===== config.mk =====
export PLATFORM = sky130hd
export DESIGN_NAME = alu_seq
export DESIGN_NICKNAME = d
export VERILOG_FILES = /design/src/rtl/alu_seq.sv
export SDC_FILE = /design/constraint.sdc
export NUM_CORES = 1
export LEC_CHECK = 0
export CAP_MARGIN = 20
export CORE_UTILIZATION = 35
export DETAILED_ROUTE_END_ITERATION = 10
export PLACE_DENSITY = 0.57
export SYNTH_ARGS = -nofsm -noshare
export SYNTH_HDL_FRONTEND = slang
export SYNTH_SLANG_ARGS = --single-unit

===== constraint.sdc =====
create_clock -name clk -period 8.6 [get_ports clk]
set_input_delay 1.72 -clock clk [delete_from_list [all_inputs] [get_ports clk]]
set_output_delay 1.72 -clock clk [all_outputs]
set_load 0.05 [all_outputs]

===== src/rtl/alu_seq.sv =====
// Handshaked ALU: single-cycle ADD/SUB/AND/OR/SRL/SLL plus a shift-add MULTU
// that produces a 2*WIDTH product. Results and flags are registered and held until taken.
module alu_seq #(
  parameter  int WIDTH   = 32,
  localparam int SHAMT_W = $clog2(WIDTH)
) (
  input  logic               clk,
  input  logic               rst,
  input  logic               in_valid,
  output logic               in_ready,
  input  logic [WIDTH-1:0]   src1,
  input  logic [WIDTH-1:0]   src2,
  input  logic [5:0]         funct,
  input  logic [SHAMT_W-1:0] shamt,
  output logic               out_valid,
  input  logic               out_ready,
  output logic [WIDTH-1:0]   result,
  output logic [WIDTH-1:0]   hi,
  output logic               zero,
  output logic               carry
);

  localparam logic [5:0] F_ADD   = 6'd27;
  localparam logic [5:0] F_SUB   = 6'd28;
  localparam logic [5:0] F_AND   = 6'd29;
  localparam logic [5:0] F_OR    = 6'd30;
  localparam logic [5:0] F_SRL   = 6'd31;
  localparam logic [5:0] F_SLL   = 6'd32;
  localparam logic [5:0] F_MULTU = 6'd33;
  localparam logic [SHAMT_W:0] MUL_LAST = (SHAMT_W+1)'(WIDTH);

  typedef enum logic [1:0] {IDLE, MUL, DONE} state_t;

  state_t             state;
  logic [2*WIDTH-1:0] prod;
  logic [WIDTH-1:0]   mcand;
  logic [SHAMT_W:0]   count;
  logic [WIDTH:0]     mul_sum;
  logic [WIDTH-1:0]   alu_res;
  logic               alu_carry;
  logic [WIDTH:0]     add_w;
  logic [WIDTH:0]     sub_w;
  logic [WIDTH:0]     srl_w;
  logic [WIDTH:0]     sll_w;
  logic               accept;

  assign in_ready = !rst && ((state == IDLE) || ((state == DONE) && out_ready));
  assign accept   = in_valid && in_ready;

  // Single-cycle datapath; the extra low bit of srl_w catches the last bit shifted out.
  always_comb begin
    add_w     = {1'b0, src1} + {1'b0, src2};
    sub_w     = {1'b0, src1} - {1'b0, src2};
    srl_w     = {src1, 1'b0} >> shamt;
    sll_w     = {1'b0, src1} << shamt;
    alu_res   = src2;
    alu_carry = 1'b0;
    case (funct)
      F_ADD: begin
        alu_res   = add_w[WIDTH-1:0];
        alu_carry = add_w[WIDTH];
      end
      F_SUB: begin
        alu_res   = sub_w[WIDTH-1:0];
        alu_carry = sub_w[WIDTH];
      end
      F_AND: alu_res = src1 & src2;
      F_OR:  alu_res = src1 | src2;
      F_SRL: begin
        alu_res   = srl_w[WIDTH:1];
        alu_carry = srl_w[0];
      end
      F_SLL: begin
        alu_res   = sll_w[WIDTH-1:0];
        alu_carry = sll_w[WIDTH];
      end
      default: begin
        alu_res   = src2;
        alu_carry = 1'b0;
      end
    endcase
  end

  // One shift-add step: conditionally add the multiplicand into the upper half.
  always_comb begin
    if (prod[0]) begin
      mul_sum = {1'b0, prod[2*WIDTH-1:WIDTH]} + {1'b0, mcand};
    end else begin
      mul_sum = {1'b0, prod[2*WIDTH-1:WIDTH]};
    end
  end

  // Control FSM and registered result/flag outputs.
  always_ff @(posedge clk) begin
    if (rst) begin
      state     <= IDLE;
      result    <= {WIDTH{1'b0}};
      hi        <= {WIDTH{1'b0}};
      zero      <= 1'b0;
      carry     <= 1'b0;
      out_valid <= 1'b0;
      prod      <= {(2*WIDTH){1'b0}};
      mcand     <= {WIDTH{1'b0}};
      count     <= {(SHAMT_W+1){1'b0}};
    end else begin
      case (state)
        IDLE, DONE: begin
          if (accept) begin
            if (funct == F_MULTU) begin
              state     <= MUL;
              out_valid <= 1'b0;
              mcand     <= src1;
              prod      <= {{WIDTH{1'b0}}, src2};
              count     <= {(SHAMT_W+1){1'b0}};
            end else begin
              state     <= DONE;
              out_valid <= 1'b1;
              result    <= alu_res;
              hi        <= {WIDTH{1'b0}};
              zero      <= (alu_res == {WIDTH{1'b0}});
              carry     <= alu_carry;
            end
          end else if ((state == DONE) && out_ready) begin
            state     <= IDLE;
            out_valid <= 1'b0;
          end
        end
        MUL: begin
          // The extra cycle after the last step publishes the product.
          if (count == MUL_LAST) begin
            state     <= DONE;
            out_valid <= 1'b1;
            result    <= prod[WIDTH-1:0];
            hi        <= prod[2*WIDTH-1:WIDTH];
            zero      <= (prod[WIDTH-1:0] == {WIDTH{1'b0}});
            carry     <= (prod[2*WIDTH-1:WIDTH] != {WIDTH{1'b0}});
          end else begin
            prod  <= {mul_sum, prod[WIDTH-1:1]};
            count <= count + {{SHAMT_W{1'b0}}, 1'b1};
          end
        end
        default: begin
          state     <= IDLE;
          out_valid <= 1'b0;
        end
      endcase
    end
  end

endmodule

==> out/metrics.csv <==
stage,metric,value,unit
power_and_ir_drop,p_leak,7.95,nW
clock_network,postCtsHoldBufs,0,
clock_network,post_cts_buffers,0,
clock_network,cts_root_buffer,clkbuf_16,
setup_path,crit_required,8.99,ns
clock_network,cts_tree,yes,
logic_synthesis,ys_seq_area_share,18.5,%
logic_synthesis,ys_warn_count,0,
layout,multi_input_area,13700,µm²
logic_synthesis,postSynthAreaPerCell,7.51,µm²
layout,post-route-util,40.3,%
global_route,grt_use_met1,41.2,%
sta,hold_viol_final,0,
global_route,use_met2,52.2,%
sta,max_slew.worst_pin.slew,1.15,ns
logic_synthesis,synthArstFlopShare,0,%
floorplan,die_area,53400,µm²
clock_network,clk-insertion-delay-late,0.46,ns
route,vias,20137,
clock_network,cts.repair.resized,0,
setup_path,critPathCaptureType,flip-flop,
global_route,antenna_found_initial,2,
layout,final_nets,2668,
sta,finalCritPeriodShare,78.9,%
clock_network,clock_sinks,170,
clock_network,clockBufferDepth,2,
floorplan,die_w,231,µm
layout,area_growth,13.2,%
placement,dpl_cell_area,20100,µm²
clock_network,cts_inserted_buffers,17,
logic_synthesis,synth.distinct_cells,88,
global_route,grt_pass1_vias,19275,
setup_path,arrival,7.17,ns
global_route,grt_max_degree,112,
layout,stdcell_area,20800,µm²
sta,relSlewSlack,22.4,%
route,drt-total-wl,86.4,mm
floorplan,io_pins,147,
route,drtIter0Drc,2344,
sta,finalSetupViolations,0,
global_route,track_usage,31.8,%
route,drc,0,
layout,regArea,3400,µm²
logic_synthesis,syn_inst,2447,
setup_path,cp_max_fo,17,
clock_network,cts.htree.levels,4,
sta,finalSetupTns,0,ns
setup_path,worst-setup-path-type,input port to flip-flop,
sta,skew,0.0139,ns
logic_synthesis,syn_nets,2668,
layout,nFillCells,5361,
route,wl_per_cell,27.5,µm
floorplan,die_h,231,µm
global_route,grt_busiest_layer,met2,
route,ant_nets,0,
logic_synthesis,synth_top_cell_by_area,dfxtp_1,
setup_path,critPathSlowestCell,clkdlybuf4s50_1,
logic_synthesis,synth_ff_type,dfxtp_1,
placement,hpwl,65.4,mm
run,drv_cap,0,
route,first_pass_iters,6,
layout,diodes,0,
placement,place.gp.congestion,1.02,
power_and_ir_drop,ir_drop,0.000141,V
floorplan,row_count,83,
logic_synthesis,yosysMostFrequentCell,nor2_1,
layout,final_layout_size_suffix_gt1_share,7.68,%
status,status,finished clean,
route,viasPerCell,6.41,
clock_network,clk_pin_slew_worst_paths,0.08,ns
global_route,grt_overflow_total,0,
sta,fmax,147,MHz
sta,rsz0062_at_grt,no,
logic_synthesis,syn-cell-area,18400,µm²
setup_path,slowest_delay,0.97,ns
sta,period_needed,6.78,ns
power_and_ir_drop,p_per_area,119,nW/µm²
sta,drv_slew,0,
logic_synthesis,synth_edf_count,0,
floorplan,coreArea,51600,µm²
setup_path,worst_setup_path_start_kind,input port,
logic_synthesis,ys_seq_elements,170,
global_route,grt_pass1_wl,128,mm
logic_synthesis,synth_top_area_share,18.5,%
setup_path,crit_chain,clkdlybuf4s50_1 > inv_1 > ha_1 > nor3_1 > o21ai_0 > o2111ai_1 > a31oi_1 > xnor2_1 > nor2_1 > o32ai_1 > nand4_1 > nor4_1 > o2111ai_1 > o21ai_1,
setup_path,cpMostUsedCell,o2111ai_1,
hold_path,min_path_type,flip-flop to flip-flop,
floorplan,start_util,35.6,%
logic_synthesis,yosys-top-cells-area,"dfxtp_1 (19%), ha_1 (9.5%), nor2_1 (6.2%)",
placement,io_buffer_count,146,
global_route,grt_util_met3,4.16,%
logic_synthesis,ys_top_cells_by_count,"nor2_1 (304), nand2_1 (256), a21oi_1 (202)",
## area by class of cell
class	instances	share of cell area, %
Clock inverter	15	0.957
Inverter	114	2.07
Multi-Input combinational cell	1958	65.9
Clock buffer	17	2.05
Tap cell	680	4.09
Sequential cell	170	16.4
Timing Repair Buffer	186	8.62
## registers in the layout, indices dropped and copies added (netlist names)
signal and flops:
count 6, zero 1, result 32, prod 64
carry 1, state 2, hi 32, mcand 32
## where the power goes
group / switching, mW / internal [mW] / total (mW)
Combinational: 0.561 / 0.283 / 0.844
Clock: 0.406 / 0.424 / 0.830
Sequential: 0.00721 / 0.798 / 0.806
## through the flow
stage	setup WS, ns	hold WS [ns]	std cells	total power, mW
floorplan	3.46	0.440	2447	1.34
global placement	1.63	0.445	3107	1.64
detailed placement	1.47	0.445	3107	1.64
CTS	1.94	0.455	3139	2.46
global route	1.50	0.483	3140	2.57
finish	1.82	0.452	3140	2.48
## path summary, 6_finish.rpt
kind	end	slack [ns]	cells past startpoint	from
min	result[1]$_SDFFE_PP0P_	0.45	2	result[1]$_SDFFE_PP0P_
max	zero$_SDFFE_PP0P_	1.82	14	src1[10]
min reg2reg	result[1]$_SDFFE_PP0P_	0.45	2	result[1]$_SDFFE_PP0P_
max reg2reg	prod[61]$_SDFFE_PP0P_	4.52	13	prod[39]$_SDFFE_PP0P_
## per-layer routing
layer,vias up,part of all wire (%)
met4,0,4.8
met1,9876,42
li1,9071,-
met2,1004,46
met5,-,0
met3,186,7.1
## critical path, delay by kind of cell
kind                       cells  cell delay, ns
and+or+nand+nor                4            1.55
adders and majority gates      1            0.57
AOI/OAI and AO/OA              6            2.05
xor gates and xnor gates       1            0.16
buffers and inverters          2            1.11
## kinds of logic after synthesis
logic type               share of synthesized area, %
buffers and inverters                            7.36
AO/OA/AOI/OAI                                    29.2
flip-flops                                       18.5
adder cells (fa/ha/maj)                          9.79
multiplexers                                     13.0
XOR/XNOR                                         1.67
AND/OR/NAND/NOR                                  20.5
## cells in the final DEF, fill, tap and decap left out, types with 22 or more instances in the layout
master           Yosys  routed
o21ai_0            113     113
nor3_1              45      44
o211ai_1            43      43
clkdlybuf4s50_1      0     141
mux2i_1             82      82
a311oi_1            47      47
ha_1               139     139
nor4_1              31      30
a21o_1              36      36
mux4_2              46      46
nand3_1             44      44
nor2_1             304     300
a21oi_1            202     202
dfxtp_1            170     170
o22ai_1             23      22
nand2_1            256     256
a22oi_1             43      43
a211oi_1            43      43
inv_1              113     113
a31oi_1             24      24
buf_4               17      39
mux2_2              33      33
(Power assumes the default switching activity.)
